--- src/rtl/spi_pkg.sv ---
// Shared SPI constants and the slave FSM state encoding.
// Also intended for use by the master side of the bridge.
package spi_pkg;

    localparam int unsigned SPI_DATA_W    = 32;
    localparam logic [31:0] SPI_IDLE_RESP = 32'h0000_0000;

    typedef enum logic [1:0] {
        IDLE  = 2'd0,
        SHIFT = 2'd1,
        PUSH  = 2'd2,
        WAIT  = 2'd3
    } spi_state_e;

endpackage

--- src/rtl/spi_slave_rx_if.sv ---
// SPI pins plus the host-side receive/response signals of the SPI slave endpoint.
interface spi_slave_rx_if #(
    parameter int unsigned DATA_W = spi_pkg::SPI_DATA_W,
    parameter int unsigned SS_W   = 2
);
    logic [SS_W-1:0]   SS;
    logic              SCLK;
    logic              MOSI;
    logic              MISO;
    logic [DATA_W-1:0] rx_data;
    logic              rx_valid;
    logic              rx_ready;
    logic [DATA_W-1:0] tx_data;
    logic              tx_load;
    logic              busy;
    logic              frame_err;
    logic              overflow;
    logic              ovf_clr;

    modport slave (
        input  SS, SCLK, MOSI, rx_ready, tx_data, tx_load, ovf_clr,
        output MISO, rx_data, rx_valid, busy, frame_err, overflow
    );

    modport master (
        output SS, SCLK, MOSI, rx_ready, tx_data, tx_load, ovf_clr,
        input  MISO, rx_data, rx_valid, busy, frame_err, overflow
    );
endinterface

--- src/rtl/sync_fifo.sv ---
// First-word fall-through FIFO with an occupancy counter.
// A pop in the same cycle frees the slot for a push to a full FIFO.
module sync_fifo #(
    parameter int unsigned W     = 32,
    parameter int unsigned DEPTH = 4
) (
    input  logic         clk,
    input  logic         rst,
    input  logic         wr_en_i,
    input  logic [W-1:0] wr_data_i,
    input  logic         rd_en_i,
    output logic [W-1:0] rd_data_o,
    output logic         empty_o,
    output logic         full_o
);
    localparam int unsigned AW    = $clog2(DEPTH);
    localparam int unsigned CNT_W = AW + 1;

    logic [W-1:0]     mem_q [DEPTH];
    logic [AW-1:0]    wr_ptr_q, wr_ptr_d;
    logic [AW-1:0]    rd_ptr_q, rd_ptr_d;
    logic [CNT_W-1:0] count_q, count_d;
    logic             do_push_c;
    logic             do_pop_c;

    assign empty_o   = (count_q == '0);
    assign full_o    = (count_q == CNT_W'(DEPTH));
    assign rd_data_o = mem_q[rd_ptr_q];

    always_comb begin
        do_pop_c  = rd_en_i & ~empty_o;
        do_push_c = wr_en_i & (~full_o | do_pop_c);
        wr_ptr_d  = wr_ptr_q;
        rd_ptr_d  = rd_ptr_q;
        count_d   = count_q;
        if (do_push_c) wr_ptr_d = wr_ptr_q + AW'(1);
        if (do_pop_c)  rd_ptr_d = rd_ptr_q + AW'(1);
        case ({do_push_c, do_pop_c})
            2'b10:   count_d = count_q + CNT_W'(1);
            2'b01:   count_d = count_q - CNT_W'(1);
            default: count_d = count_q;
        endcase
    end

    always_ff @(posedge clk) begin
        if (rst) begin
            wr_ptr_q <= '0;
            rd_ptr_q <= '0;
            count_q  <= '0;
        end else begin
            wr_ptr_q <= wr_ptr_d;
            rd_ptr_q <= rd_ptr_d;
            count_q  <= count_d;
        end
    end

    // Storage needs no reset; occupancy gates every read.
    always_ff @(posedge clk) begin
        if (do_push_c) mem_q[wr_ptr_q] <= wr_data_i;
    end
endmodule

--- src/rtl/spi_slave_rx.sv ---
// SPI mode-0 slave: oversamples SS/SCLK/MOSI in ACLK, deserialises MSB-first
// frames into a receive FIFO and shifts a host-loaded response out on MISO.
module spi_slave_rx
    import spi_pkg::*;
#(
    parameter int unsigned       DATA_W     = SPI_DATA_W,
    parameter int unsigned       SS_INDEX   = 0,
    parameter int unsigned       SS_W       = 2,
    parameter int unsigned       FIFO_DEPTH = 4,
    parameter logic [DATA_W-1:0] IDLE_RESP  = DATA_W'(SPI_IDLE_RESP)
) (
    input logic            ACLK,
    input logic            ARESET,
    spi_slave_rx_if.slave  bus
);
    localparam int unsigned CNT_W = $clog2(DATA_W + 1);

    spi_state_e state_q, state_d;

    logic              ss_meta_q, ss_sync_q, ss_prev_q;
    logic              sclk_meta_q, sclk_sync_q, sclk_prev_q;
    logic              mosi_meta_q, mosi_sync_q;
    logic              ss_fall_c, ss_rise_c, sclk_rise_c, sclk_fall_c;

    logic [DATA_W-1:0] shift_in_q, shift_in_d;
    logic [DATA_W-1:0] shift_out_q, shift_out_d;
    logic [CNT_W-1:0]  bit_cnt_q, bit_cnt_d;
    logic              miso_q, miso_d;
    logic              frame_err_q, frame_err_d;
    logic              overflow_q, overflow_d;
    logic              busy_q, busy_d;
    logic [DATA_W-1:0] pend_q, pend_d;
    logic              pend_vld_q, pend_vld_d;
    logic [DATA_W-1:0] resp_c;

    logic              push_c;
    logic              pop_c;
    logic              ovf_set_c;
    logic              fifo_empty;
    logic              fifo_full;
    logic [DATA_W-1:0] fifo_rd_data;
    logic              unused_ss;

    assign unused_ss = ^bus.SS;

    // Synchronisers reset to "selected" so an SS held low across reset
    // cannot masquerade as a fresh falling edge.
    always_ff @(posedge ACLK) begin
        if (ARESET) begin
            ss_meta_q   <= 1'b0;
            ss_sync_q   <= 1'b0;
            ss_prev_q   <= 1'b0;
            sclk_meta_q <= 1'b0;
            sclk_sync_q <= 1'b0;
            sclk_prev_q <= 1'b0;
            mosi_meta_q <= 1'b0;
            mosi_sync_q <= 1'b0;
        end else begin
            ss_meta_q   <= bus.SS[SS_INDEX];
            ss_sync_q   <= ss_meta_q;
            ss_prev_q   <= ss_sync_q;
            sclk_meta_q <= bus.SCLK;
            sclk_sync_q <= sclk_meta_q;
            sclk_prev_q <= sclk_sync_q;
            mosi_meta_q <= bus.MOSI;
            mosi_sync_q <= mosi_meta_q;
        end
    end

    assign ss_fall_c   =  ss_prev_q   & ~ss_sync_q;
    assign ss_rise_c   = ~ss_prev_q   &  ss_sync_q;
    assign sclk_rise_c = ~sclk_prev_q &  sclk_sync_q;
    assign sclk_fall_c =  sclk_prev_q & ~sclk_sync_q;
    assign resp_c      = pend_vld_q ? pend_q : IDLE_RESP;

    always_ff @(posedge ACLK) begin
        if (ARESET) state_q <= IDLE;
        else        state_q <= state_d;
    end

    always_comb begin
        state_d = state_q;
        case (state_q)
            IDLE:  if (ss_fall_c) state_d = SHIFT;
            SHIFT: begin
                if (ss_rise_c) begin
                    state_d = IDLE;
                end else if (sclk_rise_c && bit_cnt_q == CNT_W'(DATA_W - 1)) begin
                    state_d = PUSH;
                end
            end
            PUSH:  state_d = WAIT;
            // Level test so a deselect that lands during PUSH is not missed.
            WAIT:  if (ss_sync_q) state_d = IDLE;
            default: state_d = IDLE;
        endcase
    end

    always_comb begin
        shift_in_d  = shift_in_q;
        shift_out_d = shift_out_q;
        bit_cnt_d   = bit_cnt_q;
        miso_d      = miso_q;
        frame_err_d = 1'b0;
        push_c      = 1'b0;
        pend_d      = pend_q;
        pend_vld_d  = pend_vld_q;
        case (state_q)
            IDLE: begin
                miso_d = 1'b0;
                if (ss_fall_c) begin
                    shift_in_d  = '0;
                    shift_out_d = resp_c;
                    miso_d      = resp_c[DATA_W-1];
                    bit_cnt_d   = '0;
                    pend_vld_d  = 1'b0;
                end
            end
            SHIFT: begin
                if (ss_rise_c) begin
                    frame_err_d = 1'b1;
                    miso_d      = 1'b0;
                    bit_cnt_d   = '0;
                end else if (sclk_rise_c) begin
                    shift_in_d = {shift_in_q[DATA_W-2:0], mosi_sync_q};
                    bit_cnt_d  = bit_cnt_q + CNT_W'(1);
                end else if (sclk_fall_c && bit_cnt_q < CNT_W'(DATA_W)) begin
                    shift_out_d = shift_out_q << 1;
                    miso_d      = shift_out_q[DATA_W-2];
                end
            end
            PUSH: push_c = 1'b1;
            WAIT: if (ss_sync_q) miso_d = 1'b0;
            default: miso_d = 1'b0;
        endcase
        // A load always targets the next frame, never the one in flight.
        if (bus.tx_load) begin
            pend_d     = bus.tx_data;
            pend_vld_d = 1'b1;
        end
        pop_c      = bus.rx_ready & ~fifo_empty;
        ovf_set_c  = push_c & fifo_full & ~pop_c;
        overflow_d = ovf_set_c ? 1'b1 : (bus.ovf_clr ? 1'b0 : overflow_q);
        busy_d     = (state_d != IDLE);
    end

    always_ff @(posedge ACLK) begin
        if (ARESET) begin
            shift_in_q  <= '0;
            shift_out_q <= '0;
            bit_cnt_q   <= '0;
            miso_q      <= 1'b0;
            frame_err_q <= 1'b0;
            overflow_q  <= 1'b0;
            busy_q      <= 1'b0;
            pend_q      <= IDLE_RESP;
            pend_vld_q  <= 1'b0;
        end else begin
            shift_in_q  <= shift_in_d;
            shift_out_q <= shift_out_d;
            bit_cnt_q   <= bit_cnt_d;
            miso_q      <= miso_d;
            frame_err_q <= frame_err_d;
            overflow_q  <= overflow_d;
            busy_q      <= busy_d;
            pend_q      <= pend_d;
            pend_vld_q  <= pend_vld_d;
        end
    end

    sync_fifo #(
        .W     (DATA_W),
        .DEPTH (FIFO_DEPTH)
    ) u_rx_fifo (
        .clk       (ACLK),
        .rst       (ARESET),
        .wr_en_i   (push_c),
        .wr_data_i (shift_in_q),
        .rd_en_i   (bus.rx_ready),
        .rd_data_o (fifo_rd_data),
        .empty_o   (fifo_empty),
        .full_o    (fifo_full)
    );

    assign bus.MISO      = miso_q;
    assign bus.rx_data   = fifo_rd_data;
    assign bus.rx_valid  = ~fifo_empty;
    assign bus.busy      = busy_q;
    assign bus.frame_err = frame_err_q;
    assign bus.overflow  = overflow_q;
endmodule

--- src/flat_wrapper.sv ---
// flat-port wrapper written by rule: the top's interface ports become plain ports
module spi_slave_rx_flat import spi_pkg::*;
#(
    parameter int unsigned       DATA_W     = SPI_DATA_W,
    parameter int unsigned       SS_INDEX   = 0,
    parameter int unsigned       SS_W       = 2,
    parameter int unsigned       FIFO_DEPTH = 4,
    parameter logic [DATA_W-1:0] IDLE_RESP  = DATA_W'(SPI_IDLE_RESP)
)
  (ACLK, ARESET, bus_SS, bus_SCLK, bus_MOSI, bus_rx_ready, bus_tx_data, bus_tx_load, bus_ovf_clr, bus_MISO, bus_rx_data, bus_rx_valid, bus_busy, bus_frame_err, bus_overflow);
  spi_slave_rx_if #(.DATA_W(DATA_W), .SS_W(SS_W)) bus_i ();
  input logic ACLK;
  input logic ARESET;
  input wire logic [$bits(bus_i.SS)-1:0] bus_SS;
  input wire logic [$bits(bus_i.SCLK)-1:0] bus_SCLK;
  input wire logic [$bits(bus_i.MOSI)-1:0] bus_MOSI;
  input wire logic [$bits(bus_i.rx_ready)-1:0] bus_rx_ready;
  input wire logic [$bits(bus_i.tx_data)-1:0] bus_tx_data;
  input wire logic [$bits(bus_i.tx_load)-1:0] bus_tx_load;
  input wire logic [$bits(bus_i.ovf_clr)-1:0] bus_ovf_clr;
  output wire logic [$bits(bus_i.MISO)-1:0] bus_MISO;
  output wire logic [$bits(bus_i.rx_data)-1:0] bus_rx_data;
  output wire logic [$bits(bus_i.rx_valid)-1:0] bus_rx_valid;
  output wire logic [$bits(bus_i.busy)-1:0] bus_busy;
  output wire logic [$bits(bus_i.frame_err)-1:0] bus_frame_err;
  output wire logic [$bits(bus_i.overflow)-1:0] bus_overflow;
  assign bus_i.SS = bus_SS;
  assign bus_i.SCLK = bus_SCLK;
  assign bus_i.MOSI = bus_MOSI;
  assign bus_i.rx_ready = bus_rx_ready;
  assign bus_i.tx_data = bus_tx_data;
  assign bus_i.tx_load = bus_tx_load;
  assign bus_i.ovf_clr = bus_ovf_clr;
  assign bus_MISO = bus_i.MISO;
  assign bus_rx_data = bus_i.rx_data;
  assign bus_rx_valid = bus_i.rx_valid;
  assign bus_busy = bus_i.busy;
  assign bus_frame_err = bus_i.frame_err;
  assign bus_overflow = bus_i.overflow;
  spi_slave_rx #(.DATA_W(DATA_W), .SS_INDEX(SS_INDEX), .SS_W(SS_W), .FIFO_DEPTH(FIFO_DEPTH), .IDLE_RESP(IDLE_RESP)) u_core (.ACLK(ACLK), .ARESET(ARESET), .bus(bus_i));
endmodule
--- config.mk ---
export PLATFORM = sky130hd
export DESIGN_NAME = spi_slave_rx_flat
export DESIGN_NICKNAME = d
export VERILOG_FILES = /design/src/rtl/spi_pkg.sv /design/src/rtl/spi_slave_rx_if.sv /design/src/rtl/sync_fifo.sv /design/src/rtl/spi_slave_rx.sv /design/src/flat_wrapper.sv
export SDC_FILE = /design/constraint.sdc
export NUM_CORES = 1
export LEC_CHECK = 0
export CORE_MARGIN = 3
export CORE_UTILIZATION = 65
export DETAILED_ROUTE_END_ITERATION = 16
export DONT_BUFFER_PORTS = 1
export PLACE_DENSITY = 0.82
export SLEW_MARGIN = 10
export SYNTH_ARGS = -nofsm -noshare
export SYNTH_HDL_FRONTEND = slang
export SYNTH_SLANG_ARGS = --single-unit
--- constraint.sdc ---
create_clock -name ACLK -period 6.4 [get_ports ACLK]
set_clock_uncertainty 0.1 [all_clocks]
set_input_delay 1.28 -clock ACLK [delete_from_list [all_inputs] [get_ports ACLK]]
set_output_delay 1.28 -clock ACLK [all_outputs]
set_load 0.02 [all_outputs]
==> flow_metrics.tcl, run 1 <==
set metrics [dict create \
    status "complete, no violations" \
    avgSynthCellArea_um2 14.4 \
    ctsResizeCount 0 \
    hold_buffers 0 \
    synth_edf_count 128 \
    clock_latency_ns 0.51 \
    worst-setup-path-type "reg2out" \
    crit_slowest_cell "mux4_2" \
    cp_max_fo 32 \
    drv_cap 0 \
    layout-drive-gt1-share_pct 16.9 \
    switching_power_w 0.000627 \
    min_path_type "reg2reg" \
    synth_area_leader_cell "edfxtp_1" \
    cts_setup_buffers 0 \
    peakVddDrop_mv 0.223 \
    slew_headroom_pct 41.3 \
    yosysWarnings 0 \
    power_frac_comb_pct 2.1 \
    synthesis.nets 717 \
    synth_area_um2 9630 \
    setup_tns_ns 0 \
    core_area_um2 14200 \
    diodes 0 \
    grt.overflow.total 0 \
    synthTopCellsByCount "128 x edfxtp_1, 125 x dfxtp_1, 79 x nor2_1" \
    portBuffers 0 \
    cp-start-kind "flop" \
    drc 0 \
    synth_ff_type "edfxtp_1" \
    seqPwrFrac_pct 54.6 \
    cts_tree "done" \
    vias 5371 \
    synth.area.top_cells "edfxtp_1 40%, dfxtp_1 26%, mux4_2 7.5%" \
    synthToLayoutAreaGrowth_pct 8.91 \
    numCtsBuffers 25 \
    grt_pass1_vias 5554 \
    pin_count 78 \
    yosys.cell_count.top_type "edfxtp_1" \
    cpPeakStageDelay_ns 0.71 \
    finalWirelength_um 17600 \
    power_density_nw_per_um2 301 \
    ys_ff_latch 253 \
    utilization_pct 73.8 \
    die_height_um 128 \
    hold_viol_final 0 \
    root_buffer "clkbuf_16" \
    p_int_w 0.00253 \
    gp_congestion 0.792 \
    worstMarginPinSlew_ns 0.879 \
    final_max_slew_viol_count 0 \
    dp_hpwl_um 10200 \
    ys_types 48 \
    synth_top_area_share_pct 39.9 \
    crit_chain "buf_4, mux4_2" \
    cp-end-kind "output port" \
    grt_pass1_wl_um 28800 \
    switching_share_pct 19.9 \
    async_reset_ff_share_pct 0 \
    start_util_pct 67.8 \
    pwr-share-clk_pct 43.3 \
    wl_per_cell_um 20.5 \
    num_rows 43 \
    antenna_found_initial 0 \
    seq_area_frac_synth_pct 65.9 \
    avgViaCountPerCell 6.25 \
    syn_inst 669 \
    fmax_mhz 291 \
    grt_use_total_pct 22.0 \
    setup_viol 0 \
    htreeDepth 1 \
    path_clk_slew_ns 0.06 \
    fp.dieArea_um2 16300 \
    required_ns 5.02 \
    p_leak_nw 3.77 \
    drt_pass1_iterations 5 \
    grt_max_degree 97 \
    rsz0062_at_grt "no" \
    crit_arrival_ns 2.06 \
    drtAntennaViolNets 0 \
    clock-sinks 253 \
    drt-initial-drc-count 499 \
    fp.dieW_um 128 \
    clock_path_buffers 3 \
    period_share_pct 53.7 \
    nets 708 \
    fin_crit_ns 3.44 \
]
==> stage by stage <==
| stage | cell area (um2) | setup slack [ns] | total power [W] | instances | hold WS, ns |
|---|---|---|---|---|---|
| after floorplan | 9630 | 3.25 | 0.00183 | 669 | 0.314 |
| after CTS | 10500 | 2.91 | 0.00318 | 859 | 0.338 |
| final | 10500 | 2.96 | 0.00316 | 859 | 0.335 |
| after global placement | 9720 | 2.84 | 0.00182 | 813 | 0.322 |
| after global routing | 10500 | 2.84 | 0.00326 | 859 | 0.351 |
| after detailed placement | 9720 | 2.57 | 0.00183 | 813 | 0.324 |
==> registers in the layout (all words and copies together) (netlist names), 2 cells and up, named ones only <==
register	flops
u_core.u_rx_fifo.mem_q	128
u_core.pend_q	32
u_core.shift_in_q	32
u_core.shift_out_q	31
u_core.bit_cnt_q	6
u_core.u_rx_fifo.count_q	3
u_core.state_q	2
u_core.u_rx_fifo.rd_ptr_q	2
u_core.u_rx_fifo.wr_ptr_q	2
==> cell families after synthesis <==
logic type / synth area share [%]
xor gates and xnor gates: 0.455
adders and majority gates: 0.987
muxes: 10.9
AOI/OAI and AO/OA: 10.6
buffers and inverters: 2.78
and+or+nand+nor: 8.38
DFF: 65.9
==> metal layers <==
metal | share of wire, % | global-route usage (%) | wire length, um | vias to the layer above
met5 | 0 | 0 | 0 | -
met2 | 50 | 37.2 | 8830 | 155
met3 | 6.4 | 4.96 | 1120 | 38
li1 | - | - | - | 2519
met4 | 2.9 | 7.93 | 515 | 0
met1 | 41 | 28.3 | 7140 | 2659
==> final timing paths <==
kind	endpoint	slack, ns	startpoint	cells past startpoint
hold / removal	u_core.mosi_sync_q	0.34	u_core.mosi_meta_q	1
setup reg to reg	u_core.u_rx_fifo.count_q[2]	3.44	u_core.u_rx_fifo.count_q[0]	9
setup / recovery	bus_rx_data[30]	2.96	flop	2
hold reg to reg	u_core.mosi_sync_q	0.34	u_core.mosi_meta_q	1
==> power groups by stage <==
stage	Sequential [W]	Clock, W	Combinational, W
after CTS	0.00172	0.00139	0.0000671
final	0.00172	0.00137	0.0000661
after floorplan	0.00175	0	0.0000743
after global routing	0.00173	0.00145	0.0000747
after global placement	0.00176	0	0.0000626
after detailed placement	0.00176	0	0.0000668
==> final cells by class <==
type,instances,area (um2)
inverters,11,41.3
fillers,874,3710
repair buffers,10,75.1
clock inverters,10,85.1
clock buffers,36,688
multi-input cells,359,3030
flip-flops and latches,253,6350
well taps,180,225
==> layout by cell type, fill, tap and decap left out, drive strengths merged, types with 2 or more instances in the layout <==
| cell | Yosys | routed |
|---|---|---|
| edfxtp | 128 | 128 |
| dfxtp | 125 | 125 |
| nor2 | 79 | 79 |
| a21oi | 38 | 38 |
| clkbuf | 25 | 36 |
| mux2i | 33 | 33 |
| mux4 | 32 | 32 |
| and3 | 32 | 32 |
| a22o | 31 | 31 |
| a211oi | 30 | 30 |
| inv | 11 | 13 |
| nor2b | 11 | 11 |
| buf | 21 | 10 |
| a31oi | 8 | 8 |
| nand3 | 7 | 7 |
| ha | 6 | 6 |
| clkinv | 0 | 6 |
| nand2b | 5 | 5 |
| nand2 | 5 | 5 |
| and2 | 4 | 4 |
| xor2 | 3 | 3 |
| nand4b | 3 | 3 |
| o21ai | 3 | 3 |
| or3 | 2 | 2 |
| nor4b | 2 | 2 |
| xnor2 | 2 | 2 |
| nor3b | 2 | 2 |
| a311o | 2 | 2 |
| a21bo | 2 | 2 |
| o31ai | 2 | 2 |
| nor4 | 2 | 2 |
==> worst max-delay path, delay by kind of cell (launching register included) <==
family	cells	cell delay, ns
mux	1	0.71
buf+inv	1	0.50
flops	1	0.31
(Power assumes the default switching activity.)
==> inputs of run 2 (changes only) <==
- CORE_UTILIZATION: 65 -> 63
- PLACE_DENSITY: 0.82 -> 0.8
- clock period: 6.4 -> 3.2 ns (I/O delays scaled with it)
==> run 2 against run 1 <==
First-iteration DRC count decreased by 17%. Setup slack got worse by 2.5 ns. Largest cell class unchanged. Critical path type unchanged. Via count increased by 0.30%. Combinational power increased by 110%. Die area increased by 3.0%. Non-clock buffer count increased by 3.
==> flow_metrics.tcl, run 2 (synthesis gave the netlist of run 1 again) <==
set metrics [dict create \
    finalPower_w 0.00662 \
    required_ns 2.46 \
    crit_arrival_ns 2.03 \
    layout-drive-gt1-share_pct 17.4 \
    crit_buf_inv 1 \
    worstMarginPinSlew_ns 0.920 \
    clock_latency_ns 0.51 \
    area.sequential_um2 6350 \
    setup_viol 0 \
    peakVddDrop_mv 0.454 \
    slew_headroom_pct 38.6 \
    p_leak_nw 3.83 \
    drv_cap 0 \
    grt_max_degree 97 \
    numCtsBuffers 24 \
    status "complete, no violations" \
    synthToLayoutAreaGrowth_pct 10.4 \
    dp_slack_ns 0.357 \
    antenna_found_initial 1 \
    rsz0062_at_grt "no" \
    crit_chain "buf_4, mux4_2" \
    clock-sinks 253 \
    nets 710 \
    grt_use_total_pct 21.0 \
    vias 5387 \
    clock_path_buffers 3 \
    start_util_pct 65.3 \
    hold_buffers 0 \
    path_clk_slew_ns 0.07 \
    final.setup.worst_slack_ns 0.430 \
    hold_viol_final 0 \
    power_density_nw_per_um2 623 \
    cts_setup_buffers 0 \
    ctsResizeCount 0 \
    fp.dieArea_um2 16800 \
    cp_max_fo 13 \
    num_rows 44 \
    period_share_pct 86.6 \
    avgViaCountPerCell 6.23 \
    dp_hpwl_um 10100 \
    pin_count 78 \
    drtAntennaViolNets 0 \
    die_height_um 130 \
    top_regs "u_core.u_rx_fifo.mem_q x128, u_core.pend_q x32, u_core.shift_in_q x32" \
    wl_per_cell_um 20.0 \
    n_fill_cell 906 \
    fmax_mhz 361 \
    grt_pass1_vias 5558 \
    portBuffers 0 \
    drc 0 \
    fin_crit_ns 2.77 \
    utilization_pct 72.1 \
    min_path_type "in2reg" \
    regMostFlops "u_core.u_rx_fifo.mem_q" \
    mostFrequentLayoutCells "128 x edfxtp_1, 124 x dfxtp_1, 79 x nor2_1, 37 x a21oi_1, 33 x mux2i_1" \
    crit_slowest_cell "dfxtp_2" \
    cp-start-kind "flop" \
    final_common_cell "edfxtp_1" \
    cp-end-kind "output port" \
    grt.overflow.total 0 \
    setup_tns_ns 0 \
    fp.dieW_um 130 \
    drt_pass1_iterations 5 \
    grt_pass1_wl_um 28500 \
    drt-initial-drc-count 412 \
    finalWirelength_um 17300 \
    cpPeakStageDelay_ns 0.64 \
    final_max_slew_viol_count 0 \
    root_buffer "clkbuf_16" \
    worst-setup-path-type "reg2out" \
    cp_top_family "flip-flops" \
    multi_input_area_um2 3030 \
    cts_tree "done" \
    largest_reg_flops 128 \
    core_area_um2 14800 \
    htreeDepth 1 \
    gp_congestion 0.759 \
]
-- run 2: cell types whose count changed in the layout (fill, tap and decap cells not counted), sizes merged --
| cell | previous run | this run |
|---|---|---|
| clkinvlp | 1 | 2 |
| clkinv | 6 | 11 |
| inv | 13 | 11 |
| clkbuf | 36 | 25 |
| bufinv | 1 | 6 |
| buf | 10 | 13 |
| diode | 0 | 1 |
-- run 2: metal layers --
| metal | global-route usage [%] | up-vias | part of all wire (%) |
|---|---|---|---|
| li1 | - | 2512 | - |
| met1 | 27.4 | 2695 | 42 |
| met2 | 36.2 | 152 | 51 |
| met3 | 4.25 | 28 | 6.0 |
| met4 | 5.68 | 0 | 1.7 |
| met5 | 0 | - | 0 |
-- run 2: worst reg2reg max path: stages (launching register included) --
cell and delay (ns):
dfxtp_1 0.35, nor4b_1 0.50, nor2_1 0.24, inv_1 0.10
ha_1 0.19, inv_1 0.07, fa_1 0.39, xor2_1 0.17
or3_1 0.32, a21oi_1 0.15
-- run 2: final cells by class --
class                      instances  share of cell area, %
tap                              184                   2.17
timing repair buffer              13                   1.15
sequential                       253                   59.7
inverter                          11                  0.388
antenna                            1                 0.0235
clock inverter                    19                   2.42
multi-input combinational        359                   28.5
clock buffer                      25                   5.68
-- run 2: through the flow --
stage / std cells / instance area, um2 / hold WS [ns]
3_3_place_gp: 820 / 9770 / 0.324
4_1_cts: 864 / 10600 / 0.0815
5_1_grt: 865 / 10600 / 0.0897
3_5_place_dp: 820 / 9770 / 0.326
6_report: 865 / 10600 / 0.104
2_1_floorplan: 669 / 9630 / 0.314
-- run 2: path summary, 6_finish.rpt --
kind / slack [ns] / from / endpoint / depth (start not counted)
worst max register to register: 0.56 / u_core.u_rx_fifo.count_q[0] / u_core.u_rx_fifo.count_q[2] / 9
worst min register to register: 0.34 / u_core.mosi_meta_q / u_core.mosi_sync_q / 1
worst min-delay path: 0.10 / ARESET / u_core.sclk_meta_q / 1
worst max-delay path: 0.43 / flop / bus_rx_data[11] / 2
-- run 2: report_power, final --
part	switching, W	total (W)	internal (W)
clock	0.00118	0.00304	0.00186
sequential	0.0000320	0.00345	0.00342
combinational	0.0000733	0.000136	0.0000629
total	0.00128	0.00662	0.00534
